[config.mk]
export PLATFORM = sky130hd
export DESIGN_NAME = mod_mul
export DESIGN_NICKNAME = d
export VERILOG_FILES = /design/src/rtl/mod_mul_pkg.sv /design/src/rtl/mod_cond_sub.sv /design/src/rtl/mod_mul.sv
export SDC_FILE = /design/constraint.sdc
export NUM_CORES = 1
export LEC_CHECK = 0
export CORE_UTILIZATION = 35
export DETAILED_ROUTE_END_ITERATION = 10
export GPL_ROUTABILITY_DRIVEN = 1
export SETUP_SLACK_MARGIN = 0.2
export SLEW_MARGIN = 0
export SYNTH_ARGS = -nofsm -noshare
export SYNTH_HDL_FRONTEND = slang
export SYNTH_SLANG_ARGS = --single-unit
[constraint.sdc]
create_clock -name clk -period 11.41 [get_ports clk]
set_input_delay 3.423 -clock clk [delete_from_list [all_inputs] [get_ports clk]]
set_output_delay 3.423 -clock clk [all_outputs]
set_load 0.02 [all_outputs]
[src/rtl/mod_mul_pkg.sv]
// Shared ALU definitions for the modular multiplier.
package mod_mul_pkg;

    localparam int unsigned WIDTH = 32;

    typedef enum logic [1:0] {
        StIdle,
        StReduce,
        StMul
    } state_t;

    typedef logic [4:0] cnt_t;

endpackage

[src/rtl/mod_cond_sub.sv]
// Conditional subtract: returns t >= p ? t - p : t.
module mod_cond_sub
    import mod_mul_pkg::*;
(
    input  logic [WIDTH+1:0] t_i,
    input  logic [WIDTH-1:0] p_i,
    output logic [WIDTH+1:0] r_o
);

    logic [WIDTH+1:0] p_ext;

    // Zero-extend the modulus and subtract it when it fits.
    always_comb begin
        p_ext = {2'b00, p_i};
        if (t_i >= p_ext) begin
            r_o = t_i - p_ext;
        end else begin
            r_o = t_i;
        end
    end

endmodule

[src/rtl/mod_mul.sv]
// Sequential modular multiplier: outC = (a * b) mod p, one bit per cycle.
// b is first reduced mod p (32 cycles), then MSB-first interleaved
// multiply-reduce over a (32 cycles).
module mod_mul
    import mod_mul_pkg::*;
(
    input  logic             clk,
    input  logic             reset_n,
    input  logic             start,
    input  logic [WIDTH-1:0] a,
    input  logic [WIDTH-1:0] b,
    input  logic [WIDTH-1:0] p,
    output logic [WIDTH-1:0] outC,
    output logic             rdy,
    output logic             done,
    output logic             err
);

    state_t           state_q, state_d;
    cnt_t             cnt_q, cnt_d;
    logic [WIDTH-1:0] a_q, a_d;
    logic [WIDTH-1:0] b_q, b_d;
    logic [WIDTH-1:0] p_q, p_d;
    // Running remainder in REDUCE, running product R in MUL; always < p.
    logic [WIDTH-1:0] acc_q, acc_d;
    logic [WIDTH-1:0] br_q, br_d;
    logic [WIDTH-1:0] outc_q, outc_d;
    logic             done_q, done_d;
    logic             err_q, err_d;

    logic [WIDTH+1:0] red_t;
    logic [WIDTH+1:0] mul_t;
    logic [WIDTH+1:0] sub1_in;
    logic [WIDTH+1:0] sub1_out;
    logic [WIDTH+1:0] sub2_out;
    logic             unused_sub_msbs;

    // Candidate values for both phases; the first subtractor is shared via a mux.
    always_comb begin
        red_t   = {1'b0, acc_q, b_q[cnt_q]};
        mul_t   = {1'b0, acc_q, 1'b0} + (a_q[cnt_q] ? {2'b00, br_q} : '0);
        sub1_in = (state_q == StMul) ? mul_t : red_t;
    end

    mod_cond_sub u_sub1 (
        .t_i (sub1_in),
        .p_i (p_q),
        .r_o (sub1_out)
    );

    mod_cond_sub u_sub2 (
        .t_i (sub1_out),
        .p_i (p_q),
        .r_o (sub2_out)
    );

    // Both reductions leave results below p, so the top two bits are always zero.
    assign unused_sub_msbs = ^sub2_out[WIDTH+1:WIDTH];

    // Next-state logic: FSM, counter and datapath.
    always_comb begin
        state_d = state_q;
        cnt_d   = cnt_q;
        a_d     = a_q;
        b_d     = b_q;
        p_d     = p_q;
        acc_d   = acc_q;
        br_d    = br_q;
        outc_d  = outc_q;
        err_d   = err_q;
        done_d  = 1'b0;
        unique case (state_q)
            StIdle: begin
                if (start) begin
                    a_d     = a;
                    b_d     = b;
                    p_d     = p;
                    err_d   = 1'b0;
                    acc_d   = '0;
                    cnt_d   = 5'd31;
                    state_d = StReduce;
                end
            end
            StReduce: begin
                if (p_q == '0) begin
                    // Modulus zero: finish immediately with an error.
                    outc_d  = '0;
                    err_d   = 1'b1;
                    done_d  = 1'b1;
                    state_d = StIdle;
                end else if (cnt_q == 5'd0) begin
                    br_d    = sub1_out[WIDTH-1:0];
                    acc_d   = '0;
                    cnt_d   = 5'd31;
                    state_d = StMul;
                end else begin
                    acc_d = sub1_out[WIDTH-1:0];
                    cnt_d = cnt_q - 5'd1;
                end
            end
            StMul: begin
                acc_d = sub2_out[WIDTH-1:0];
                if (cnt_q == 5'd0) begin
                    outc_d  = sub2_out[WIDTH-1:0];
                    done_d  = 1'b1;
                    state_d = StIdle;
                end else begin
                    cnt_d = cnt_q - 5'd1;
                end
            end
            default: begin
                state_d = StIdle;
            end
        endcase
    end

    // State and datapath registers.
    always_ff @(posedge clk or negedge reset_n) begin
        if (!reset_n) begin
            state_q <= StIdle;
            cnt_q   <= '0;
            a_q     <= '0;
            b_q     <= '0;
            p_q     <= '0;
            acc_q   <= '0;
            br_q    <= '0;
            outc_q  <= '0;
            done_q  <= 1'b0;
            err_q   <= 1'b0;
        end else begin
            state_q <= state_d;
            cnt_q   <= cnt_d;
            a_q     <= a_d;
            b_q     <= b_d;
            p_q     <= p_d;
            acc_q   <= acc_d;
            br_q    <= br_d;
            outc_q  <= outc_d;
            done_q  <= done_d;
            err_q   <= err_d;
        end
    end

    // Registered outputs; rdy is a straight decode of the idle state.
    always_comb begin
        outC = outc_q;
        done = done_q;
        err  = err_q;
        rdy  = (state_q == StIdle);
    end

endmodule

==> results.md, run 1 <==
| Item | This run |
|:---|:---|
| Die outline width | 209 um |
| Highest ir drop seen on vdd | 0.147 mV |
| Number of H-tree levels | 1 |
| Count of routing violations after the opening detailed-route iteration | 950 |
| Starting utilization of the core area | 35.7% |
| Number of enable-type register cells in the synthesized netlist | 0 |
| Max-capacitance violation count | 0 |
| Antenna violations before repair | 0 |
| Nets@finish | 1914 |
| Cell type contributing the most total cell area after synthesis | dfrtp_1 |
| CTS root buf | clkbuf_16 |
| Final worst clock skew | 0.0161 ns |
| Mapped Nets | 1794 |
| Main area contributors after synthesis | dfrtp_1, mux2_2, ha_1, nand2_1, a21oi_1 |
| RSZ-0062 raised after global routing | no |
| Vias in the first global route | 12800 |
| Number of nets still failing antenna checks after routing | 0 |
| Fin. Hold Viols | 0 |
| RD Place Congestion | 0.955 |
| Area growth, synth to finish | 18.3% |
| Endpoints failing setup | 0 |
| Share of the synthesized area in the top cell type | 33.4% |
| Leftover overflow at the end of global routing | 0 |
| Layout Cells excl Fill | 2267 |
| TNS Setup | 0 ns |
| Share of cells above drive strength 1 | 16.1% |
| IO Count | 134 |
| Synthesized area per cell | 9.45 sq um |
| Top cells by count, synth | dfrtp_1, nand2_1, mux2_2, a21oi_1, ha_1 |
| Worst EP arrival | 11.00 ns |
| Post-Route WL | 47000 um |
| Sum of internal, switching and leakage power | 0.00342 W |
| Min-Delay Path Class | flop to flop |
| Tot GR Track Use | 21.4% |
| Data required, critical path | 11.80 ns |
| Die span in y | 209 um |
| Run status | finished clean |
| Clock tree sinks | 201 |
| Shortest period the worst path allows | 10.60 ns |
| Clock Pin Slew Worst Setup and Hold Paths | 0.06 ns |
| Critical path startpoint | cnt_q[0]$_DFFE_PN0P_ |
| Setup Crit Path Kind | flop to flop |
| Multi-input gate area | 9320 sq um |
| Sort of element at the start of the critical path | flop |
| Max-slew violations | 0 |
| HPWL Detailed | 36700 um |
| Routed length per placed instance | 20.7 um |
| Clock latency on the worst-skew pair | 0.54 ns |
| Clock tree from TritonCTS | built |
| Number of register bits inferred by synthesis | 201 |
| Worst slack on hold paths | 0.468 ns |
| Cell with the biggest individual delay on the critical path | nor3_1 |
| Std-Cell Rows | 75 |
| Crit path largest cell delay | 0.56 ns |
| Slew at the pin closest to its max-slew limit | 1.01 ns |
| F_max | 94.3 MHz |
| Asr flop ratio synth | 100% |
| Total buffers and inverters traversed by the critical path | 8 |
| Quantity of I/O buffers inserted on ports | 133 |
| CTS Buffer Depth | 3 |
| Relative max-transition margin | 32.5% |
| Origin of the worst min-delay path | br_q[31]$_DFFE_PN0P_ |
| Number of distinct standard cells referenced by the synthesized netlist | 86 |
| Most frequently used flop master after synthesis | dfrtp_1 |
| Die Footprint | 43800 sq um |
| # fillers | 4125 |
| Pin count of the biggest net entering global routing | 83 |
| Startpoint of the most critical register-to-register path | cnt_q[0]$_DFFE_PN0P_ |
| Number of warnings issued by yosys | 0 |
| Crit path capture type | flop |
| Area of the mapped netlist | 15000 sq um |
| Post-synthesis instance total | 1592 |
| Area of the core | 42100 sq um |
| Top cell family by delay on the critical path | compound AO/OA/AOI/OAI gates |
| FF+latch area | 5030 sq um |
| Wire length of the first global-routing pass | 73300 um |
| Most frequent cell after synthesis | dfrtp_1 |
| Critical-path maximum fanout | 36 |
| Count of vias placed by the detailed router | 12700 |
| Power density over cell area | 192 nW/um^2 |
| Post-route fraction of the period consumed by the critical path | 92.9% |
| Cts bufs inserted | 24 |
| Antenna diodes | 0 |
| Number of remaining DRC errors | 0 |
| Portion of the post-synthesis area used by sequential elements | 33.4% |
| Leakage Power | 8.07 nW |
| # placed instances | 2218 |
| DR vias/cell | 5.58 |
| Number of iterations in the first detailed-routing pass | 5 |
cell families after synthesis:
family,synth area share [%]
AND/OR/NAND/NOR,13.5
AO/OA/AOI/OAI,19.1
flip-flops,33.4
multiplexers,15.4
buffers and inverters,4.93
adder cells (fa/ha/maj),8.72
XOR/XNOR,4.95
worst min-delay path, stage by stage (launching register included):
cell and delay, ns:
dfrtp_1 0.33, nand2_1 0.04, o21ai_0 0.05
repair_timing:
| item | 4_1_cts | 5_1_grt |
|---|---|---|
| setup buffers | 0 | 7 |
| setup endpoints to repair | 0 | 64 |
| hold buffers | 0 | 0 |
| endpoints found under the hold margin | 0 | 0 |
| resized for setup | 0 | 2 |
routing by layer:
metal  vias to the layer above  share of wire, %  GRT usage [%]
li1                       6019                 -              -
met1                      6203                45           28.0
met2                       359                46           35.4
met3                        70               6.2           4.20
met4                         0               3.2           7.05
met5                         -                 0              0
area by class of cell:
class | instances | share of cell area [%]
Timing Repair Buffer | 166 | 9.18
Clock inverter | 7 | 0.450
Tap cell | 539 | 3.79
Inverter | 99 | 2.10
Sequential cell | 201 | 28.3
Clock buffer | 35 | 3.84
Multi-Input combinational cell | 1220 | 52.4
state kept, by name, summed over array words and instances, names as in the netlist:
name	count
done	1
acc_q	32
cnt_q	5
br_q	32
outC	32
b_q	32
err	1
state_q	2
a_q	32
p_q	32
worst paths after layout:
check / end / slack, ns / cells past startpoint
hold / removal: br_q[31]$_DFFE_PN0P_ / 0.47 / 2
setup / recovery: acc_q[3]$_DFFE_PN0P_ / 0.81 / 41
setup reg to reg: acc_q[3]$_DFFE_PN0P_ / 0.81 / 41
min in group asynchronous: b_q[6]$_DFFE_PN0P_ / 2.91 / 1
max in group asynchronous: cnt_q[0]$_DFFE_PN0P_ / 6.39 / 3
hold reg to reg: br_q[31]$_DFFE_PN0P_ / 0.47 / 2
stage by stage:
stage,instance area (sq um),setup WS [ns],utilization [%]
after global routing,17800,0.222,42.2
after global placement,16900,0.504,40.2
after floorplan,15000,2.15,-
final,17800,0.805,42.2
after detailed placement,16900,0.255,40.2
after CTS,17700,0.224,42.0
power by group:
part | total (W) | internal [W] | switching [W]
registers | 0.00108 | 0.000903 | 0.000175
logic | 0.00158 | 0.000707 | 0.000871
clock network | 0.000762 | 0.000439 | 0.000323
total | 0.00342 | 0.00205 | 0.00137
placed cells by master, fill, tap and decap left out, types with 34 or more instances in the layout:
| cell | n |
|---|---|
| a21o_1 | 34 |
| mux2_2 | 137 |
| xor2_1 | 41 |
| nor2b_1 | 39 |
| dfrtp_1 | 200 |
| ha_1 | 99 |
| nand2_1 | 181 |
| a21oi_1 | 106 |
| xnor2_1 | 44 |
| o21ai_0 | 85 |
| inv_1 | 94 |
| clkdlybuf4s50_1 | 132 |
| nor2_1 | 66 |
No activity file was read; power rests on OpenSTA's default activity.
==> inputs of run 2 (changes only) <==
- CAP_MARGIN: unset -> 20
- GPL_TIMING_DRIVEN: unset -> 0
==> results.md, run 2 (synthesis results as in run 1) <==
| Item | This run | vs previous |
|:---|:---|:---|
| Sequential fraction of design power | 30.1% | -1.4 points |
| GRT busiest layer | met2 |  |
| Routed length per placed instance | 20.7 um | about the same |
| Final worst clock skew | 0.0191 ns | +0.00302 ns |
| Min-Delay Path Class | flop to flop |  |
| # fillers | 4062 | -1.5% |
| CTS Buffer Depth | 3 | unchanged |
| DR vias/cell | 5.51 | -1.3% |
| Leftover overflow at the end of global routing | 0 | unchanged |
| GR Util met1 | 28.6% | +0.58 points |
| Cell with the biggest individual delay on the critical path | mux4_2 |  |
| Max-slew violations | 0 | unchanged |
| Tot GR Track Use | 21.9% | +0.49 points |
| Data required, critical path | 11.81 ns | about the same |
| Setup Crit Path Kind | flop to flop |  |
| Critical Path Most Common Cell | buf_6 |  |
| RD Place Congestion | 0.958 | +0.29% |
| RSZ-0062 raised after global routing | no |  |
| Sort of element at the start of the critical path | flop |  |
| Met2 track utilization from global routing | 36.6% | +1.1 points |
| Max-capacitance violation count | 0 | unchanged |
| Area of the core | 42100 sq um | unchanged |
| Die outline width | 209 um | unchanged |
| Slew at the pin closest to its max-slew limit | 0.938 ns | -0.0738 ns |
| Worst slack on hold paths | 0.470 ns | +0.00160 ns |
| Endpoints failing setup | 0 | unchanged |
| Clock tree from TritonCTS | built |  |
| Std-Cell Rows | 75 | unchanged |
| Clock Pin Slew Worst Setup and Hold Paths | 0.06 ns | about the same |
| Fin. Hold Viols | 0 | unchanged |
| Net switching power of the design | 0.00134 W | -1.9% |
| Leakage Power | 8.15 nW | +0.95% |
| Antenna violations before repair | 0 | unchanged |
| Area growth, synth to finish | 20.5% |  |
| Starting utilization of the core area | 35.7% | unchanged |
| Nets@finish | 1959 | +2.4% |
| Wire length of the first global-routing pass | 74600 um | +1.8% |
| Clock group share of total power | 23.8% | +1.5 points |
| Vias in the first global route | 13100 | +1.9% |
| Quantity of I/O buffers inserted on ports | 133 | unchanged |
| Critical-path maximum fanout | 10 | -72% |
| P_int | 0.00210 W | +2.3% |
| PnR worst setup slack | 0.706 ns | -0.0998 ns |
| Fraction of power spent switching nets | 39.0% | -1.0 points |
| Number of iterations in the first detailed-routing pass | 5 | unchanged |
| F_max | 93.4 MHz | -0.93% |
| Total buffers and inverters traversed by the critical path | 7 | -1 |
| Share of cells above drive strength 1 | 16.5% | +0.31 points |
| Clock tree sinks | 201 | unchanged |
| Worst EP arrival | 11.10 ns | +0.10 ns |
| Sum of internal, switching and leakage power | 0.00344 W | +0.61% |
| CTS Hold Buffers Added | 0 | unchanged |
| Final Cell Area | 18100 sq um | +1.8% |
| Shortest period the worst path allows | 10.70 ns | +0.0998 ns |
| Clock latency on the worst-skew pair | 0.54 ns | about the same |
| Placed Instance Area | 17100 sq um | +0.76% |
| IO Count | 134 | unchanged |
| Top cell family by delay on the critical path | compound AO/OA/AOI/OAI gates |  |
| Commonest non-fill, non-tap cells in the layout | dfrtp_1, nand2_1, mux2_2 |  |
| Portion of total power attributed to combinational logic | 46.0% | -0.2 points |
| Number of nets still failing antenna checks after routing | 0 | unchanged |
| HPWL Detailed | 38200 um | +4.1% |
| Cts bufs inserted | 24 | unchanged |
| Power density over cell area | 190 nW/um^2 | -1.2% |
| Die Footprint | 43800 sq um | unchanged |
| Antenna diodes | 0 | unchanged |
| Relative max-transition margin | 37.0% | +4.5 points |
| Count of routing violations after the opening detailed-route iteration | 792 | -17% |
| Run status | finished clean |  |
| Die span in y | 209 um | unchanged |
| Pin count of the biggest net entering global routing | 109 | +31% |
| Count of vias placed by the detailed router | 12700 | +0.73% |
| Met3 GRT Util | 3.86% | -0.34 points |
| Number of H-tree levels | 1 | unchanged |
| Post-Route WL | 47900 um | +1.9% |
| Worst slack after detailed placement | -0.981 ns | -1.24 ns |
| Most frequent standard cell in the layout excluding fill and tap cells | dfrtp_1 |  |
| Crit path capture type | flop |  |
| Utilization of the core after routing | 43.0% | +0.78 points |
| CTS root buf | clkbuf_16 |  |
| Number of remaining DRC errors | 0 | unchanged |
| Crit path largest cell delay | 0.54 ns | -0.02 ns |
| Highest ir drop seen on vdd | 0.167 mV | +14% |
| Post-route fraction of the period consumed by the critical path | 93.8% | +0.87 points |
==> run 2: cell types whose count changed in the layout (fill, tap and decap cells not counted), moves of 6 or more <==
cell,before,now
buf_1,0,12
buf_6,0,12
mux2i_1,23,17
clkbuf_1,8,40
buf_4,29,7
clkbuf_2,0,6
==> run 2: repair_timing <==
| action | CTS | global route |
|---|---|---|
| endpoints found under the setup margin | 64 | 64 |
| gates resized for setup | 21 | 19 |
| pin swaps | 0 | 2 |
| buffers inserted | 2 | 4 |
| hold endpoints to repair | 0 | 0 |
==> run 2: routing by layer <==
metal  vias to the layer above  share of wire [%]
li1                       6116                  -
met1                      6130                 44
met2                       420                 46
met3                        77                6.1
met4                         0                3.1
met5                         -                  0
==> run 2: layout make-up <==
type | count | area, sq um | share of cell area (%)
multi-input combinational | 1220 | 9390 | 51.8
sequential | 201 | 5030 | 27.8
timing repair buffer | 140 | 1420 | 7.84
clock buffer | 34 | 699 | 3.86
tap | 539 | 674 | 3.72
buffer | 71 | 389 | 2.15
inverter | 99 | 374 | 2.06
clock inverter | 9 | 140 | 0.773
==> run 2: worst paths after layout <==
path                                      start                     to  slack, ns  depth (start not counted)
max                        cnt_q[0]$_DFFE_PN0P_  acc_q[26]$_DFFE_PN0P_       0.71                         43
min                        br_q[10]$_DFFE_PN0P_   br_q[10]$_DFFE_PN0P_       0.47                          2
max reg2reg                cnt_q[0]$_DFFE_PN0P_  acc_q[26]$_DFFE_PN0P_       0.71                         43
min reg2reg                br_q[10]$_DFFE_PN0P_   br_q[10]$_DFFE_PN0P_       0.47                          2
max in group asynchronous               reset_n    a_q[13]$_DFFE_PN0P_       7.50                          2
min in group asynchronous               reset_n     b_q[6]$_DFFE_PN0P_       2.94                          1
==> run 2: worst reg2reg max path, delay by kind of cell (launching register included) <==
family,cells,cell delay [ns]
muxes,5,1.99
adders and majority gates,5,1.52
AOI/OAI and AO/OA,16,3.74
and+or+nand+nor,9,1.63
buffers and inverters,7,1.22
xor gates and xnor gates,1,0.12
DFF,1,0.35
==> run 2: per-stage QoR <==
| stage | TNS (ns) | std cells |
|---|---|---|
| 4_1_cts | 0 | 2310 |
| 6_report | 0 | 2313 |
| 3_5_place_dp | -51.01 | 2265 |
| 3_3_place_gp | -400.68 | 2264 |
| 5_1_grt | 0 | 2313 |
| 2_1_floorplan | 0 | 1592 |
==> run 2: power by group through the flow <==
stage               sequential (W)  clock (W)  combinational, W
global placement           0.00104          0           0.00147
global route               0.00106   0.000864           0.00172
floorplan                 0.000987          0           0.00110
CTS                        0.00104   0.000835           0.00155
detailed placement         0.00105          0           0.00150
finish                     0.00104   0.000819           0.00158
==> inputs of run 3 (changes only) <==
--- a/config.mk
+++ b/config.mk
@@ -7,4 +7,5 @@
 export LEC_CHECK = 0
 export CAP_MARGIN = 20
+export CORE_MARGIN = 2
 export CORE_UTILIZATION = 35
 export DETAILED_ROUTE_END_ITERATION = 10
==> constraint.sdc (replaced) <==
create_clock -name clk -period 11.41 [get_ports clk]
set_input_delay 1.7115 -clock clk [delete_from_list [all_inputs] [get_ports clk]]
set_output_delay 1.7115 -clock clk [all_outputs]
set_load 0.02 [all_outputs]
==> results.md, run 3 (synthesis results as in run 1) <==
| Item | This run | vs previous |
|:---|:---|:---|
| Run status | finished clean |  |
| Crit path largest cell delay | 0.55 ns | about the same |
| Sequential fraction of design power | 30.4% | +0.3 points |
| Layout Cells excl Fill | 2312 | -0.043% |
| Max-slew violations | 0 | unchanged |
| Met3 Wirelength | 3610 um | +23% |
| Crit path capture type | flop |  |
| Power density over cell area | 188 nW/um^2 | -0.80% |
| Routed length per placed instance | 20.7 um | -0.12% |
| DR vias/cell | 5.55 | +0.70% |
| Number of nets still failing antenna checks after routing | 0 | unchanged |
| F_max | 92.1 MHz | -1.4% |
| Wire length of the first global-routing pass | 73800 um | -1.1% |
| Shortest period the worst path allows | 10.85 ns | +0.150 ns |
| CTS Hold Buffers Added | 0 | unchanged |
| Uppermost metal layer occupied by signal nets | met4 |  |
| Count of routing violations after the opening detailed-route iteration | 905 | +14% |
| Setup Crit Path Kind | flop to flop |  |
| Starting utilization of the core area | 35.7% | unchanged |
| # placed instances | 2265 | unchanged |
| Number of iterations in the first detailed-routing pass | 6 | +1 |
| Area of the core | 42100 sq um | unchanged |
| Max-capacitance violation count | 0 | unchanged |
| Min-Delay Path Class | flop to flop |  |
| Cell with the biggest individual delay on the critical path | mux4_2 |  |
| Final worst clock skew | 0.0274 ns | +0.00824 ns |
| Critical-path maximum fanout | 10 | unchanged |
| HPWL Detailed | 37900 um | -0.62% |
| Clock latency on the worst-skew pair | 0.56 ns | +0.02 ns |
| Sort of element at the start of the critical path | flop |  |
| Met1 wire length | 20600 um | -3.1% |
| # fillers | 4090 | +0.69% |
| Slew at the pin closest to its max-slew limit | 0.948 ns | +0.00929 ns |
| Most frequent standard cell in the layout excluding fill and tap cells | dfrtp_1 |  |
| Clock tree from TritonCTS | built |  |
| CTS Buffer Depth | 3 | unchanged |
| Fraction of power spent switching nets | 39.2% | +0.17 points |
| IO Count | 134 | unchanged |
| Multi-input gate area | 9400 sq um | about the same |
| FF+latch area | 5030 sq um | unchanged |
| Pin count of the biggest net entering global routing | 117 | +7.3% |
| Critical Path Most Common Cell | buf_6 |  |
| RD Place Congestion | 0.927 | -3.2% |
| Number of remaining DRC errors | 0 | unchanged |
| Die outline width | 211 um | +0.96% |
| Leftover overflow at the end of global routing | 0 | unchanged |
| Clock group share of total power | 23.3% | -0.5 points |
| Sum of internal, switching and leakage power | 0.00341 W | -0.88% |
| Post-route fraction of the period consumed by the critical path | 95.1% | +1.3 points |
| Data required, critical path | 11.87 ns | +0.06 ns |
| Net switching power of the design | 0.00134 W | -0.46% |
| Fin. Hold Viols | 0 | unchanged |
| Highest ir drop seen on vdd | 0.138 mV | -17% |
| Nets@finish | 1959 | unchanged |
| Std-Cell Rows | 75 | unchanged |
| Quantity of I/O buffers inserted on ports | 133 | unchanged |
| Die span in y | 211 um | +0.96% |
| Clock tree sinks | 201 | unchanged |
| Antenna diodes | 0 | unchanged |
| Commonest non-fill, non-tap cells in the layout | dfrtp_1, nand2_1, mux2_2 |  |
| Top cell family by delay on the critical path | compound AO/OA/AOI/OAI gates |  |
| Leakage Power | 8.14 nW | -0.11% |
| Cts bufs inserted | 24 | unchanged |
| Number of H-tree levels | 1 | unchanged |
| Internal reg-to-reg setup slack | 0.56 ns | -0.15 ns |
| Share of cells above drive strength 1 | 16.8% | +0.29 points |
| Post-Route WL | 47800 um | -0.17% |
| Worst slack after detailed placement | -1.12 ns | -0.143 ns |
| Endpoints failing setup | 0 | unchanged |
| Worst EP arrival | 11.32 ns | +0.22 ns |
| Relative max-transition margin | 36.4% | -0.62 points |
| Portion of total power attributed to combinational logic | 46.3% | +0.3 points |
| PnR worst setup slack | 0.555 ns | -0.150 ns |
| Die Footprint | 44600 sq um | +1.9% |
| RSZ-0062 raised after global routing | no |  |
| Clock Pin Slew Worst Setup and Hold Paths | 0.06 ns | about the same |
| CTS root buf | clkbuf_16 |  |
| Tot GR Track Use | 21.5% | -0.45 points |
| P_int | 0.00207 W | -1.2% |
| Area growth, synth to finish | 20.4% | about the same |
| Vias in the first global route | 12900 | -1.6% |
| Antenna violations before repair | 0 | unchanged |
| Count of vias placed by the detailed router | 12800 | +0.66% |
| Total buffers and inverters traversed by the critical path | 9 | +2 |
| Routed wl met2 | 21600 um | -2.8% |
-- run 3: cell type report --
class	instances	area share, %
inverter	99	2.07
multi-input combinational	1220	51.9
clock buffer	32	3.81
timing repair buffer	140	7.85
sequential	201	27.8
tap	539	3.72
buffer	71	2.18
clock inverter	10	0.670
-- run 3: metrics by stage --
step | utilization [%] | setup TNS [ns] | cell area, sq um | hold WS (ns)
2_1_floorplan | - | 0 | 15000 | 0.442
3_3_place_gp | 40.5 | -58.41 | 17000 | 0.454
3_5_place_dp | 40.5 | -60.01 | 17100 | 0.463
4_1_cts | 42.7 | 0 | 18000 | 0.475
5_1_grt | 43.0 | 0 | 18100 | 0.489
6_report | 43.0 | 0 | 18100 | 0.467
-- run 3: metal layers --
layer	global-route usage, %	vias to the layer above
met2	35.0	458
met5	0	-
met4	8.55	0
met1	27.7	6169
li1	-	6105
met3	4.66	95
-- run 3: power by group through the flow --
stage                     Combinational [W]  Sequential (W)  Clock [W]
after detailed placement            0.00149         0.00105          0
after global placement              0.00147         0.00104          0
after global routing                0.00173         0.00106   0.000838
after CTS                           0.00157         0.00104   0.000808
final                               0.00158         0.00104   0.000794
after floorplan                     0.00110        0.000987          0
-- run 3: worst register-to-register path: cells and delay by family (launching register included) --
family	cells	cell delay [ns]
buf+inv	9	1.50
simple gates	9	1.89
flops	1	0.36
mux	6	2.34
compound gates	15	3.34
xor+xnor	1	0.11
fa+ha+maj	4	1.22
-- run 3: final timing paths --
check / start / end / cells after the start
worst max-delay path: cnt_q[0]$_DFFE_PN0P_ / outC[19]$_DFFE_PN0P_ / 44
worst min-delay path: br_q[29]$_DFFE_PN0P_ / br_q[29]$_DFFE_PN0P_ / 2
worst max register to register: cnt_q[0]$_DFFE_PN0P_ / outC[19]$_DFFE_PN0P_ / 44
worst min register to register: br_q[29]$_DFFE_PN0P_ / br_q[29]$_DFFE_PN0P_ / 2
max in group asynchronous: reset_n / outC[10]$_DFFE_PN0P_ / 2
min in group asynchronous: reset_n / outC[20]$_DFFE_PN0P_ / 1
-- run 3: repair_timing --
item | 4_1_cts | 5_1_grt
endpoints found under the setup margin | 64 | 64
buffers inserted | 3 | 3
pin swaps | 1 | 0
resized for setup | 22 | 18
hold endpoints to repair | 0 | 0
